[src/rtl/cpu6_trap_ctrl_if.sv]
// Trap controller bus: decode-side events, CSR views, drain handshake and
// the flush / CSR-write outputs toward the fetch PC mux and CSR file.
interface cpu6_trap_ctrl_if #(
    parameter int unsigned XLEN = 32,
    parameter int unsigned NIRQ = 4
);
    logic            excp_illinstr;
    logic            mret;
    logic [XLEN-1:0] excp_pc;
    logic [NIRQ-1:0] irq_i;
    logic [NIRQ-1:0] irq_en;
    logic            glb_ie;
    logic [XLEN-1:0] csr_mtvec;
    logic [XLEN-1:0] csr_mepc;
    logic            drain_req;
    logic            drain_ack;
    logic            stall;
    logic            flush_pc_ena;
    logic [XLEN-1:0] flush_pc;
    logic            mepc_wr;
    logic [XLEN-1:0] mepc;
    logic            mcause_wr;
    logic [XLEN-1:0] mcause;
    logic [NIRQ-1:0] irq_pending;
    logic            drain_timeout;

    // master: the trap controller
    modport master (
        input  excp_illinstr, mret, excp_pc, irq_i, irq_en, glb_ie,
               csr_mtvec, csr_mepc, drain_ack,
        output drain_req, stall, flush_pc_ena, flush_pc, mepc_wr, mepc,
               mcause_wr, mcause, irq_pending, drain_timeout
    );

    // slave: the core side (decode, fetch mux, CSR file)
    modport slave (
        output excp_illinstr, mret, excp_pc, irq_i, irq_en, glb_ie,
               csr_mtvec, csr_mepc, drain_ack,
        input  drain_req, stall, flush_pc_ena, flush_pc, mepc_wr, mepc,
               mcause_wr, mcause, irq_pending, drain_timeout
    );
endinterface

[src/rtl/cpu6_trap_ctrl.sv]
// cpu6 trap/flush controller: arbitrates exception / mret / irq, drains the
// pipeline with a bounded timeout, then issues a one-cycle PC flush with CSR writes.
// Optional macro CPU6_TRAP_VECTORED_EN enables vectored interrupt targets.
module cpu6_trap_ctrl #(
    parameter int unsigned XLEN           = 32,
    parameter int unsigned NIRQ           = 4,
    parameter int unsigned IRQ_CAUSE_BASE = 16,
    parameter int unsigned DRAIN_TIMEOUT  = 15
) (
    input logic               clk,
    input logic               reset,
    cpu6_trap_ctrl_if.master  bus
);
    localparam int unsigned CW = $clog2(DRAIN_TIMEOUT + 1);
    localparam int unsigned IW = (NIRQ > 1) ? $clog2(NIRQ) : 1;

    typedef enum logic [1:0] {S_IDLE, S_DRAIN, S_FLUSH} state_e;
    typedef enum logic [1:0] {K_NONE, K_EXC, K_MRET, K_IRQ} kind_e;

    state_e          state_q, state_d;
    kind_e           kind_q, kind_d;
    logic [IW-1:0]   irq_idx_q, irq_idx_d;
    logic [XLEN-1:0] pc_q, pc_d;
    logic [CW-1:0]   cnt_q, cnt_d;
    logic            drain_req_q, drain_req_d;
    logic            stall_q, stall_d;
    logic            flush_pc_ena_q, flush_pc_ena_d;
    logic [XLEN-1:0] flush_pc_q, flush_pc_d;
    logic            sel_mepc_q, sel_mepc_d;
    logic            mepc_wr_q, mepc_wr_d;
    logic [XLEN-1:0] mepc_q, mepc_d;
    logic            mcause_wr_q, mcause_wr_d;
    logic [XLEN-1:0] mcause_q, mcause_d;
    logic            drain_timeout_q, drain_timeout_d;

    logic [NIRQ-1:0] irq_pending;
    logic            irq_hit;
    logic [IW-1:0]   irq_sel;
    logic [CW-1:0]   cnt_inc;
    logic            timeout_hit;
    logic [31:0]     irq_code;
    logic [XLEN-1:0] trap_base;
    logic [XLEN-1:0] irq_target;
    logic [XLEN-1:0] irq_mcause;

    assign irq_pending = bus.irq_i & bus.irq_en;

    // Fixed priority: lowest-index enabled channel wins
    always_comb begin
        irq_hit = 1'b0;
        irq_sel = '0;
        for (int unsigned i = 0; i < NIRQ; i++) begin
            if (!irq_hit && irq_pending[i] && bus.glb_ie) begin
                irq_hit = 1'b1;
                irq_sel = IW'(i);
            end
        end
    end

    assign irq_code   = 32'(IRQ_CAUSE_BASE) + 32'(irq_idx_q);
    assign irq_mcause = {1'b1, (XLEN-1)'(irq_code)};
    assign trap_base  = {bus.csr_mtvec[XLEN-1:2], 2'b00};

`ifdef CPU6_TRAP_VECTORED_EN
    assign irq_target = (bus.csr_mtvec[1:0] == 2'b01)
                      ? trap_base + (XLEN'(irq_code) << 2)
                      : trap_base;
`else
    logic unused_mtvec_mode;
    assign unused_mtvec_mode = ^bus.csr_mtvec[1:0];
    assign irq_target        = trap_base;
`endif

    assign cnt_inc     = cnt_q + 1'b1;
    assign timeout_hit = (cnt_inc == CW'(DRAIN_TIMEOUT));

    always_comb begin
        state_d         = state_q;
        kind_d          = kind_q;
        irq_idx_d       = irq_idx_q;
        pc_d            = pc_q;
        cnt_d           = cnt_q;
        drain_req_d     = 1'b0;
        stall_d         = 1'b0;
        flush_pc_ena_d  = 1'b0;
        flush_pc_d      = flush_pc_q;
        sel_mepc_d      = 1'b0;
        mepc_wr_d       = 1'b0;
        mepc_d          = mepc_q;
        mcause_wr_d     = 1'b0;
        mcause_d        = mcause_q;
        drain_timeout_d = 1'b0;

        // mret target is live csr_mepc during FLUSH; latch it so the value holds afterwards
        if (sel_mepc_q) begin
            flush_pc_d = bus.csr_mepc;
        end

        case (state_q)
            S_IDLE: begin
                if (bus.excp_illinstr || bus.mret || irq_hit) begin
                    if (bus.excp_illinstr) begin
                        kind_d = K_EXC;
                    end else if (bus.mret) begin
                        kind_d = K_MRET;
                    end else begin
                        kind_d    = K_IRQ;
                        irq_idx_d = irq_sel;
                    end
                    pc_d        = bus.excp_pc;
                    cnt_d       = '0;
                    state_d     = S_DRAIN;
                    drain_req_d = 1'b1;
                    stall_d     = 1'b1;
                end
            end

            S_DRAIN: begin
                cnt_d = cnt_inc;
                if (bus.drain_ack || timeout_hit) begin
                    state_d         = S_FLUSH;
                    flush_pc_ena_d  = 1'b1;
                    drain_timeout_d = !bus.drain_ack;
                    case (kind_q)
                        K_EXC: begin
                            flush_pc_d  = trap_base;
                            mepc_wr_d   = 1'b1;
                            mepc_d      = pc_q;
                            mcause_wr_d = 1'b1;
                            mcause_d    = XLEN'(2);
                        end
                        K_IRQ: begin
                            flush_pc_d  = irq_target;
                            mepc_wr_d   = 1'b1;
                            mepc_d      = pc_q;
                            mcause_wr_d = 1'b1;
                            mcause_d    = irq_mcause;
                        end
                        K_MRET: begin
                            sel_mepc_d = 1'b1;
                        end
                        default: begin
                            sel_mepc_d = 1'b0;
                        end
                    endcase
                end else begin
                    drain_req_d = 1'b1;
                    stall_d     = 1'b1;
                end
            end

            S_FLUSH: begin
                state_d = S_IDLE;
            end

            default: begin
                state_d = S_IDLE;
            end
        endcase
    end

    always_ff @(posedge clk) begin
        if (reset) begin
            state_q         <= S_IDLE;
            kind_q          <= K_NONE;
            irq_idx_q       <= '0;
            pc_q            <= '0;
            cnt_q           <= '0;
            drain_req_q     <= 1'b0;
            stall_q         <= 1'b0;
            flush_pc_ena_q  <= 1'b0;
            flush_pc_q      <= '0;
            sel_mepc_q      <= 1'b0;
            mepc_wr_q       <= 1'b0;
            mepc_q          <= '0;
            mcause_wr_q     <= 1'b0;
            mcause_q        <= '0;
            drain_timeout_q <= 1'b0;
        end else begin
            state_q         <= state_d;
            kind_q          <= kind_d;
            irq_idx_q       <= irq_idx_d;
            pc_q            <= pc_d;
            cnt_q           <= cnt_d;
            drain_req_q     <= drain_req_d;
            stall_q         <= stall_d;
            flush_pc_ena_q  <= flush_pc_ena_d;
            flush_pc_q      <= flush_pc_d;
            sel_mepc_q      <= sel_mepc_d;
            mepc_wr_q       <= mepc_wr_d;
            mepc_q          <= mepc_d;
            mcause_wr_q     <= mcause_wr_d;
            mcause_q        <= mcause_d;
            drain_timeout_q <= drain_timeout_d;
        end
    end

    assign bus.irq_pending   = irq_pending;
    assign bus.drain_req     = drain_req_q;
    assign bus.stall         = stall_q;
    assign bus.flush_pc_ena  = flush_pc_ena_q;
    assign bus.flush_pc      = sel_mepc_q ? bus.csr_mepc : flush_pc_q;
    assign bus.mepc_wr       = mepc_wr_q;
    assign bus.mepc          = mepc_q;
    assign bus.mcause_wr     = mcause_wr_q;
    assign bus.mcause        = mcause_q;
    assign bus.drain_timeout = drain_timeout_q;

endmodule
[src/flat_wrapper.sv]
// flat-port wrapper written by rule: the top's interface ports become plain ports
module cpu6_trap_ctrl_flat 
#(
    parameter int unsigned XLEN           = 32,
    parameter int unsigned NIRQ           = 4,
    parameter int unsigned IRQ_CAUSE_BASE = 16,
    parameter int unsigned DRAIN_TIMEOUT  = 15
)
  (clk, reset, bus_excp_illinstr, bus_mret, bus_excp_pc, bus_irq_i, bus_irq_en, bus_glb_ie, bus_csr_mtvec, bus_csr_mepc, bus_drain_ack, bus_drain_req, bus_stall, bus_flush_pc_ena, bus_flush_pc, bus_mepc_wr, bus_mepc, bus_mcause_wr, bus_mcause, bus_irq_pending, bus_drain_timeout);
  cpu6_trap_ctrl_if #(.XLEN(XLEN), .NIRQ(NIRQ)) bus_i ();
  input logic clk;
  input logic reset;
  input wire logic [$bits(bus_i.excp_illinstr)-1:0] bus_excp_illinstr;
  input wire logic [$bits(bus_i.mret)-1:0] bus_mret;
  input wire logic [$bits(bus_i.excp_pc)-1:0] bus_excp_pc;
  input wire logic [$bits(bus_i.irq_i)-1:0] bus_irq_i;
  input wire logic [$bits(bus_i.irq_en)-1:0] bus_irq_en;
  input wire logic [$bits(bus_i.glb_ie)-1:0] bus_glb_ie;
  input wire logic [$bits(bus_i.csr_mtvec)-1:0] bus_csr_mtvec;
  input wire logic [$bits(bus_i.csr_mepc)-1:0] bus_csr_mepc;
  input wire logic [$bits(bus_i.drain_ack)-1:0] bus_drain_ack;
  output wire logic [$bits(bus_i.drain_req)-1:0] bus_drain_req;
  output wire logic [$bits(bus_i.stall)-1:0] bus_stall;
  output wire logic [$bits(bus_i.flush_pc_ena)-1:0] bus_flush_pc_ena;
  output wire logic [$bits(bus_i.flush_pc)-1:0] bus_flush_pc;
  output wire logic [$bits(bus_i.mepc_wr)-1:0] bus_mepc_wr;
  output wire logic [$bits(bus_i.mepc)-1:0] bus_mepc;
  output wire logic [$bits(bus_i.mcause_wr)-1:0] bus_mcause_wr;
  output wire logic [$bits(bus_i.mcause)-1:0] bus_mcause;
  output wire logic [$bits(bus_i.irq_pending)-1:0] bus_irq_pending;
  output wire logic [$bits(bus_i.drain_timeout)-1:0] bus_drain_timeout;
  assign bus_i.excp_illinstr = bus_excp_illinstr;
  assign bus_i.mret = bus_mret;
  assign bus_i.excp_pc = bus_excp_pc;
  assign bus_i.irq_i = bus_irq_i;
  assign bus_i.irq_en = bus_irq_en;
  assign bus_i.glb_ie = bus_glb_ie;
  assign bus_i.csr_mtvec = bus_csr_mtvec;
  assign bus_i.csr_mepc = bus_csr_mepc;
  assign bus_i.drain_ack = bus_drain_ack;
  assign bus_drain_req = bus_i.drain_req;
  assign bus_stall = bus_i.stall;
  assign bus_flush_pc_ena = bus_i.flush_pc_ena;
  assign bus_flush_pc = bus_i.flush_pc;
  assign bus_mepc_wr = bus_i.mepc_wr;
  assign bus_mepc = bus_i.mepc;
  assign bus_mcause_wr = bus_i.mcause_wr;
  assign bus_mcause = bus_i.mcause;
  assign bus_irq_pending = bus_i.irq_pending;
  assign bus_drain_timeout = bus_i.drain_timeout;
  cpu6_trap_ctrl #(.XLEN(XLEN), .NIRQ(NIRQ), .IRQ_CAUSE_BASE(IRQ_CAUSE_BASE), .DRAIN_TIMEOUT(DRAIN_TIMEOUT)) u_core (.clk(clk), .reset(reset), .bus(bus_i));
endmodule
[config.mk]
export PLATFORM = sky130hd
export DESIGN_NAME = cpu6_trap_ctrl_flat
export DESIGN_NICKNAME = d
export VERILOG_FILES = /design/src/rtl/cpu6_trap_ctrl_if.sv /design/src/rtl/cpu6_trap_ctrl.sv /design/src/flat_wrapper.sv
export SDC_FILE = /design/constraint.sdc
export NUM_CORES = 1
export LEC_CHECK = 0
export CELL_PAD_IN_SITES_DETAIL_PLACEMENT = 1
export CELL_PAD_IN_SITES_GLOBAL_PLACEMENT = 1
export CORE_MARGIN = 1.5
export CORE_UTILIZATION = 33
export CTS_CLUSTER_SIZE = 20
export DETAILED_ROUTE_END_ITERATION = 8
export PLACE_DENSITY_LB_ADDON = 0.1
export SYNTH_ARGS = -nofsm -noshare
export SYNTH_HDL_FRONTEND = slang
export SYNTH_SLANG_ARGS = --single-unit
export TNS_END_PERCENT = 30
[constraint.sdc]
create_clock -name clk -period 4.3 [get_ports clk]
set_input_delay 0.86 -clock clk [delete_from_list [all_inputs] [get_ports clk]]
set_output_delay 0.86 -clock clk [all_outputs]
set_load 0.01 [all_outputs]
==> impl_metrics.tcl <==
set metrics [dict create \
    routed_wl_um 16600 \
    synth_area_leaders "dfxtp_1 44%, mux2_2 7.4%, a21oi_1 6.7%" \
    vias 4836 \
    area_growth_pct 47.0 \
    min_period_over_period_pct 68.0 \
    ys_seq_elements 114 \
    gr-total-overflow 0 \
    route.detailed.drc 0 \
    r2r_slack_ps 1680 \
    postCtsResizedCells 0 \
    cts_hold_buf 0 \
    cts.sinks 114 \
    setup_violations 0 \
    critPathLaunchType "primary input" \
    fillers 1753 \
    power_density_nw_per_um2 392 \
    gp_congestion 0.755 \
    nets 860 \
    skew_ps 5.74 \
    start_util_pct 33.9 \
    outcome "complete, no violations" \
    end_kind "output port" \
    die_w_um 128 \
    timing.final.max_slew_violations 0 \
    grt_pass1_wl_um 25800 \
    postRouteAntennaNets 0 \
    drive_above_1_share_pct 11.3 \
    drtIter0Drc 172 \
    grt_pass1_vias 5056 \
    grt_max_degree 75 \
    ir_worst_vdd_mv 0.251 \
    antenna_found_initial 0 \
    chipHeight_um 128 \
    ios 216 \
    yosysSeqAreaShare_pct 44.3 \
    dieArea_um2 16400 \
    worstSetupStartpoint "bus_csr_mepc[5]" \
    tightest_slew_ps 1030 \
    htreeDepth 4 \
    reg2reg_to "u_core.bus.mcause[1]" \
    port_buffers 185 \
    worstPathRequired_ps 3440 \
    synth-edff-count 0 \
    cts_buffers 17 \
    ys.flop_type "dfxtp_1" \
    grt.total_usage_pct 20.2 \
    path_max_fanout 2 \
    cp.arrival_ps 2060 \
    postSynthCellCount 590 \
    p_leak_nw 2.89 \
    report.final.hold_viol_count 0 \
    worstSetupPathType "in -> out" \
    min_period_ps 2920 \
    netlist_area_um2 5150 \
    max_freq_mhz 342 \
    synthDominantCellAreaShare_pct 44.3 \
    ctsLongestPathBuffers 2 \
    clkLatencyLatePin_ps 410 \
    ys_types 48 \
    fp-row-count 45 \
    clk_pin_slew_ps 50 \
    multiInputGateArea_um2 2500 \
    hp-class "reg -> reg" \
    drt_first_pass_iters 4 \
    num_antenna_cells 0 \
    relSlewSlack_pct 31.2 \
    reg2reg_depth 6 \
    drv_cap 0 \
    core_area_um2 15200 \
    ctsRootBufferMaster "clkbuf_16" \
    yosysTopAreaCell "dfxtp_1" \
    rsz0062_at_grt "false" \
    avgSynthCellArea_um2 8.73 \
    cts_tree "done" \
    post_cts_buffers 0 \
    yosys_warnings 0 \
    vias_per_cell 5.10 \
    rr_startpoint "u_core.cnt_q[0]" \
    dp.final_hpwl_um 10800 \
    wire_per_inst_um 17.5 \
    seq_area_um2 2280 \
    endpoint "bus_flush_pc[5]" \
    tns_ps 0 \
    holdWs_ps 457 \
    postSynth.asyncResetShare_pct 0 \
]
==> Yosys cell counts, types with 3 or more instances <==
library cell and instances:
nor2_1 12, clkbuf_1 18, mux2_2 34, buf_4 34, o21ai_0 49, and2_1 3
clkbuf_2 9, a31o_2 3, dfxtp_1 114, buf_2 21, a21oi_1 69, nor3_1 4
mux2i_1 32, inv_1 5, nand2_1 70, o21ai_1 11, nand3_1 61
==> through the flow <==
step	util (%)	worst slack (ps)	cells	area (µm²)	total power, mW
5_1_grt	49.8	1320	949	7570	3.09
6_report	49.8	1380	949	7570	2.97
2_1_floorplan	-	2280	617	5250	1.38
4_1_cts	49.8	1380	949	7570	3.00
3_5_place_dp	45.8	1280	917	6970	1.55
3_3_place_gp	45.8	1300	917	6970	1.54
==> cell usage in the layout, fill, tap and decap left out, types with 17 or more instances in the layout <==
master,instances
nand3_1,61
mux2i_1,32
clkdlybuf4s50_1,184
dfxtp_1,114
a21oi_1,69
mux2_2,34
clkbuf_16,17
nand2_1,70
conb_1,28
o21ai_0,49
==> cell families (layout without fill, tap and decap cells) <==
logic type                 after synthesis  in the layout  share of synthesized area [%]
muxes                                   66             66                           13.6
buffers and inverters                   88            232                           9.62
xor gates and xnor gates                 1              1                          0.170
other                                    1             28                         0.0728
and+or+nand+nor                        166            166                           15.2
DFF                                    114            114                           44.3
AOI/OAI and AO/OA                      152            152                           16.6
adders and majority gates                2              2                          0.486
==> metal layers <==
layer | track usage [%] | vias up | routed length, µm
met5 | 0 | - | 0
met4 | 7.67 | 0 | 291
met3 | 5.30 | 24 | 942
met2 | 35.6 | 156 | 7980
met1 | 23.5 | 2334 | 7410
li1 | - | 2322 | -
==> cell type report <==
class	instances	share of cell area, %
sequential	114	30.1
clock inverter	10	1.73
multi-input combinational	415	33.0
inverter	6	0.297
timing repair buffer	194	25.4
clock buffer	22	6.26
tap	188	3.11
==> power by group <==
part | switching, mW | leakage, nW | internal (mW)
Sequential | 0.0324 | 0.928 | 1.11
Combinational | 0.173 | 1.66 | 0.207
Clock | 0.487 | 0.300 | 0.952
==> state kept, by name, indices dropped and copies added, names as in the netlist <==
name	count
u_core.bus.mepc	32
u_core.flush_pc_q	32
u_core.pc_q	32
u_core.cnt_q	4
u_core.bus.mcause	3
u_core.irq_idx_q	2
u_core.kind_q	2
u_core.state_q	2
u_core.bus.drain_req	1
u_core.bus.drain_timeout	1
u_core.bus.flush_pc_ena	1
u_core.bus.mepc_wr	1
u_core.sel_mepc_q	1
==> critical path: stages <==
cell,delay (ps)
clkdlybuf4s50_1,430
mux2_2,280
clkdlybuf4s50_1,500
==> worst min path at each step <==
stage | startpoint | to | slack [ps] | cells past startpoint
after floorplan | u_core.pc_q[0] | u_core.pc_q[0] | 430 | 2
after global placement | u_core.pc_q[18] | u_core.pc_q[18] | 440 | 2
after detailed placement | u_core.pc_q[13] | u_core.pc_q[13] | 450 | 2
after CTS | u_core.pc_q[8] | u_core.pc_q[8] | 460 | 2
after global routing | u_core.pc_q[30] | u_core.pc_q[30] | 470 | 2
final | u_core.pc_q[13] | u_core.pc_q[13] | 460 | 2
(Power assumes the default switching activity.)
